**config.mk**
```make
export PLATFORM = sky130hd
export DESIGN_NAME = mii_tx_framer
export DESIGN_NICKNAME = d
export VERILOG_FILES = /design/src/rtl/mii_tx_framer.sv
export SDC_FILE = /design/constraint.sdc
export NUM_CORES = 1
export LEC_CHECK = 0
export ABC_AREA = 1
export BUFFER_PORTS_ARGS = -buffer_cell sky130_fd_sc_hd__clkbuf_2
export CAP_MARGIN = 20
export CELL_PAD_IN_SITES_DETAIL_PLACEMENT = 2
export CELL_PAD_IN_SITES_GLOBAL_PLACEMENT = 2
export CORE_ASPECT_RATIO = 1.2
export CORE_MARGIN = 4
export CORE_UTILIZATION = 38
export DETAILED_ROUTE_END_ITERATION = 12
export HOLD_SLACK_MARGIN = 0.08
export PLACE_DENSITY_LB_ADDON = 0.1
export SYNTH_ARGS = -nofsm -noshare
export SYNTH_HDL_FRONTEND = slang
export SYNTH_SLANG_ARGS = --single-unit
```
**constraint.sdc**
```tcl
create_clock -name i_clk -period 4.3 [get_ports i_clk]
set_clock_uncertainty 0.15 [all_clocks]
set_input_delay 0 -clock i_clk [delete_from_list [all_inputs] [get_ports i_clk]]
set_output_delay 0 -clock i_clk [all_outputs]
set_load 0.005 [all_outputs]
```
**src/rtl/mii_tx_framer.sv**
```systemverilog
// Byte stream to MII nibbles: preamble, SFD, payload, zero pad, CRC-32 FCS, then IFG. One nibble per cycle.
// Outputs are registered, so o_tx_en rises one cycle after i_valid in IDLE; a missing byte at an o_ready slot aborts the frame.
module mii_tx_framer #(
    parameter int PRE_NIBBLES = 15,
    parameter int MIN_LEN     = 60,
    parameter int IFG_NIBBLES = 24
) (
    input  logic       i_clk,
    input  logic       i_res,
    input  logic [7:0] i_data,
    input  logic       i_valid,
    input  logic       i_last,
    output logic       o_ready,
    output logic [3:0] o_data,
    output logic       o_tx_en,
    output logic       o_busy,
    output logic       o_underrun
);
    typedef enum logic [2:0] {
        S_IDLE, S_PRE, S_SFD, S_DATA, S_PAD, S_FCS, S_DROP, S_IFG
    } state_t;

    localparam logic [10:0] MIN_LEN_C = 11'(MIN_LEN);
    localparam logic [7:0]  PRE_LAST  = 8'(PRE_NIBBLES - 1);
    localparam logic [7:0]  IFG_LAST  = 8'(IFG_NIBBLES - 1);

    state_t      r_state;
    logic [7:0]  r_byte;
    logic        r_last;
    logic        r_phase;
    logic [10:0] r_byte_cnt;
    logic [7:0]  r_cnt;
    logic [31:0] r_crc;
    logic [3:0]  r_data;
    logic        r_tx_en;
    logic        r_underrun;

    logic [31:0] w_crc_next;
    logic [10:0] w_cnt_inc;

    // Four LSB-first steps of the reflected CRC-32 over one nibble.
    function automatic logic [31:0] f_crc_nib(input logic [31:0] c, input logic [3:0] d);
        logic [31:0] x;
        x = c;
        for (int i = 0; i < 4; i++) begin
            x = (x[0] ^ d[i]) ? ((x >> 1) ^ 32'hEDB88320) : (x >> 1);
        end
        return x;
    endfunction

    assign w_crc_next = f_crc_nib(r_crc, r_data);
    assign w_cnt_inc  = (r_byte_cnt == 11'h7FF) ? r_byte_cnt : r_byte_cnt + 11'd1;

    assign o_ready    = (r_state == S_SFD) || (r_state == S_DROP) ||
                        ((r_state == S_DATA) && r_phase && !r_last);
    assign o_busy     = (r_state != S_IDLE);
    assign o_data     = r_data;
    assign o_tx_en    = r_tx_en;
    assign o_underrun = r_underrun;

    always_ff @(posedge i_clk or posedge i_res) begin
        if (i_res) begin
            r_state    <= S_IDLE;
            r_byte     <= 8'h00;
            r_last     <= 1'b0;
            r_phase    <= 1'b0;
            r_byte_cnt <= 11'd0;
            r_cnt      <= 8'd0;
            r_crc      <= 32'hFFFFFFFF;
            r_data     <= 4'h0;
            r_tx_en    <= 1'b0;
            r_underrun <= 1'b0;
        end else begin
            r_underrun <= 1'b0;
            case (r_state)
                S_IDLE: begin
                    if (i_valid) begin
                        r_state <= S_PRE;
                        r_tx_en <= 1'b1;
                        r_data  <= 4'h5;
                        r_cnt   <= 8'd0;
                    end
                end
                S_PRE: begin
                    if (r_cnt == PRE_LAST) begin
                        r_state <= S_SFD;
                        r_data  <= 4'hD;
                    end else begin
                        r_cnt <= r_cnt + 8'd1;
                    end
                end
                S_SFD: begin
                    if (i_valid) begin
                        r_state    <= S_DATA;
                        r_byte     <= i_data;
                        r_last     <= i_last;
                        r_byte_cnt <= w_cnt_inc;
                        r_phase    <= 1'b0;
                        r_data     <= i_data[3:0];
                    end else begin
                        r_state    <= S_DROP;
                        r_tx_en    <= 1'b0;
                        r_data     <= 4'h0;
                        r_underrun <= 1'b1;
                    end
                end
                S_DATA: begin
                    r_crc <= w_crc_next;
                    if (!r_phase) begin
                        r_phase <= 1'b1;
                        r_data  <= r_byte[7:4];
                    end else if (!r_last) begin
                        if (i_valid) begin
                            r_byte     <= i_data;
                            r_last     <= i_last;
                            r_byte_cnt <= w_cnt_inc;
                            r_phase    <= 1'b0;
                            r_data     <= i_data[3:0];
                        end else begin
                            r_state    <= S_DROP;
                            r_tx_en    <= 1'b0;
                            r_data     <= 4'h0;
                            r_underrun <= 1'b1;
                        end
                    end else if (r_byte_cnt < MIN_LEN_C) begin
                        r_state <= S_PAD;
                        r_phase <= 1'b0;
                        r_data  <= 4'h0;
                    end else begin
                        // First FCS nibble must already include the nibble leaving now.
                        r_state <= S_FCS;
                        r_data  <= ~w_crc_next[3:0];
                        r_crc   <= w_crc_next >> 4;
                        r_cnt   <= 8'd0;
                    end
                end
                S_PAD: begin
                    r_crc   <= w_crc_next;
                    r_phase <= ~r_phase;
                    if (r_phase) begin
                        r_byte_cnt <= w_cnt_inc;
                        if (w_cnt_inc >= MIN_LEN_C) begin
                            r_state <= S_FCS;
                            r_data  <= ~w_crc_next[3:0];
                            r_crc   <= w_crc_next >> 4;
                            r_cnt   <= 8'd0;
                        end
                    end
                end
                S_FCS: begin
                    if (r_cnt == 8'd7) begin
                        r_state <= S_IFG;
                        r_tx_en <= 1'b0;
                        r_data  <= 4'h0;
                        r_cnt   <= 8'd0;
                    end else begin
                        r_cnt  <= r_cnt + 8'd1;
                        r_data <= ~r_crc[3:0];
                        r_crc  <= r_crc >> 4;
                    end
                end
                S_DROP: begin
                    if (i_valid && i_last) begin
                        r_state <= S_IFG;
                        r_cnt   <= 8'd0;
                    end
                end
                S_IFG: begin
                    if (r_cnt == IFG_LAST) begin
                        r_state    <= S_IDLE;
                        r_crc      <= 32'hFFFFFFFF;
                        r_byte_cnt <= 11'd0;
                        r_cnt      <= 8'd0;
                        r_phase    <= 1'b0;
                        r_last     <= 1'b0;
                    end else begin
                        r_cnt <= r_cnt + 8'd1;
                    end
                end
                default: r_state <= S_IDLE;
            endcase
        end
    end
endmodule
```
==> impl_metrics.yaml <==
layout:
  layout_commonest_cell: "nand2_1"
  fillers: 1594
  nets: 812
  layout-drive-gt1-share_pct: 15.2
  final_cell_mix: "nand2_1, nand3_1, inv_1"
  area_growth_pct: 12.9
  n_antenna_cell: 0
timing:
  setup_viol: 0
  max_freq_mhz: 294
  slew_violations: 0
  finalWorstPathRequiredPeriod_ns: 3.40
  slew-limit-headroom_pct: 28.7
  finalHoldViolCount: 0
  fin_setup_tns_ns: 0
  post-route-period-util_pct: 79.1
  tightestPinTransition_ns: 1.07
  rsz0062_at_grt: "no"
logic_synthesis:
  synth_ff_type: "dfrtp_1"
  synth_edf_count: 0
  ys_seq_elements: 66
  yosys-top-cells-area: "dfrtp_1, dfstp_2, nand2_1, nand3_1, inv_1"
  synth_area_leader_cell: "dfrtp_1"
  syn-cell-area_sq_um: 5240
  syn-num-nets: 793
  synth_cell_type_count: 44
  yosysSeqAreaShare_pct: 32.3
  synth_top_area_share_pct: 16.2
  yosys_warnings: 0
  avgSynthCellArea_sq_um: 6.73
  synth-async-reset-ratio_pct: 100
  syn_inst: 778
critical_path:
  worstPathRequired_ns: 4.42
  worstSetupStartpointType: "flip-flop"
  worstReg2RegEnd: "r_crc[30]"
  max_stage_delay_ns: 0.91
  crit_chain: "ha_1 -> nand3_1 -> inv_1 -> nand3_2 -> nand3_1 -> nor2_2 -> nand3_2 -> nand2_1 -> nand2_1 -> nand2_1 -> nand2_1 -> a21boi_1"
  cp_slowest_cell: "nand2_1"
  critPathArrivalTime_ns: 3.52
  end_kind: "flip-flop"
  r2r_cells: 12
  r2r_setup_slack_ns: 0.90
  r2r_start: "r_byte_cnt[0]"
  crit_top_cell: "nand2_1"
  cp_num_buf_inv: 1
  critPathKind: "reg2reg"
  critPathMaxFanout: 29
  cp_top_family: "simple AND/OR/NAND/NOR gates"
clock_network:
  clk_pin_slew_ns: 0.06
  cts_resized: 0
  cts.sinks: 66
  post_cts_buffers: 0
  numCtsBuffers: 9
  cts_tree: "done"
  clk_latency_ns: 0.35
  cts_root_buffer: "clkbuf_16"
  clock_path_buffers: 2
  cts-hold-fix-buffers: 11
  cts.htree.levels: 3
global_routing:
  grt_start_max_net_pins: 36
  grt_overflow: 0
  grt_pass1_vias: 6282
  grt_pass1_wl_mm: 34.3
  antenna_found_initial: 0
  grt_usage_pct: 28.0
floorplan:
  core_area_sq_um: 13400
  die_w_microns: 115
  initial_core_util_pct: 39.2
  die_h_microns: 137
  rows: 46
  dieArea_sq_um: 15700
  io_pins: 20
run:
  cap_violations: 0
detailed_routing:
  ant_nets: 0
  drt_iter0_drc: 293
  dr.pass1.iters: 4
  drc_errors: 0
  avgViaCountPerCell: 5.72
  wire_per_inst_microns: 22.0
  wl_mm: 21.3
  vias: 5553
place:
  gp_congestion: 0.896
  io_buffer_count: 19
  dp_hpwl_mm: 14.2
min_path:
  hold_class: "in2async"
run_status:
  outcome: "finished, final reports clean"
-- synthesized netlist by cell type (3+ instances only) --
cell        n
ha_1        3
o22ai_1    12
nor2_2      6
buf_2       7
mux2_2      4
xor2_1     33
dfstp_2    32
nor2_1     58
buf_6       3
xnor2_1     9
nand3_2     6
dfrtp_1    34
nor2_4      3
or2_2      13
a31oi_1     3
a21boi_1    4
nand3_1   113
or2_0       5
o21bai_1    4
nand2_1   183
o21ai_0    33
a211oi_1    3
a21oi_1    54
clkbuf_1   20
inv_1      92
inv_2       3
o21ai_1    10
-- sequential cells by signal, summed over array words and instances, names as in the netlist, 3 cells and up --
name,cells
r_state,3
r_byte,4
o_data,4
r_cnt,8
r_crc,32
r_byte_cnt,11
-- metrics by stage --
| stage | util, % | setup slack [ns] | hold WS (ns) | cell area, sq um | std cells |
|---|---|---|---|---|---|
| floorplan | - | 2.24 | 0.000474 | 5240 | 778 |
| global placement | 40.9 | 1.17 | 0.0211 | 5460 | 943 |
| detailed placement | 40.9 | 0.989 | 0.0408 | 5460 | 943 |
| CTS | 44.3 | 0.910 | 0.230 | 5920 | 970 |
| global route | 44.3 | 0.583 | 0.283 | 5920 | 970 |
| finish | 44.3 | 0.900 | 0.215 | 5920 | 970 |
-- worst max path at each step --
stage                             start        end  cells after the start
after CTS                 r_byte_cnt[0]  r_crc[30]                     12
after floorplan                r_cnt[1]   r_crc[2]                     14
after global routing      r_byte_cnt[3]  r_crc[30]                     12
final                     r_byte_cnt[0]  r_crc[30]                     12
after detailed placement  r_byte_cnt[0]  r_crc[30]                     13
after global placement    r_byte_cnt[3]  r_crc[30]                     12
-- cell type report --
type | count | area, sq um | share of cell area, %
multi-input combinational | 584 | 3030 | 51.2
clock inverter | 7 | 118 | 1.99
timing repair buffer | 40 | 280 | 4.74
clock buffer | 9 | 225 | 3.81
inverter | 96 | 360 | 6.09
sequential | 66 | 1690 | 28.6
tap | 168 | 210 | 3.55
-- cell families after synthesis --
| family | share of synthesized area (%) |
|---|---|
| mux | 0.860 |
| buf+inv | 9.91 |
| simple gates | 34.2 |
| compound gates | 15.0 |
| flops | 32.3 |
| xor+xnor | 7.02 |
| fa+ha+maj | 0.717 |
-- tightest hold or removal path, stage by stage --
cell,delay (ns)
dlygate4sd3_1,0.54
clkbuf_2,0.11
inv_2,0.59
-- routing by layer --
layer | GRT usage (%) | up-vias | wire length (microns)
met5 | 0 | - | 0
met4 | 10.6 | 0 | 594
met3 | 2.92 | 39 | 470
met2 | 51.4 | 82 | 11100
met1 | 33.3 | 2858 | 9170
li1 | - | 2574 | -
Power is not shown: default switching activity piles up to over one toggle a cycle in this logic, so the estimate is an artifact.
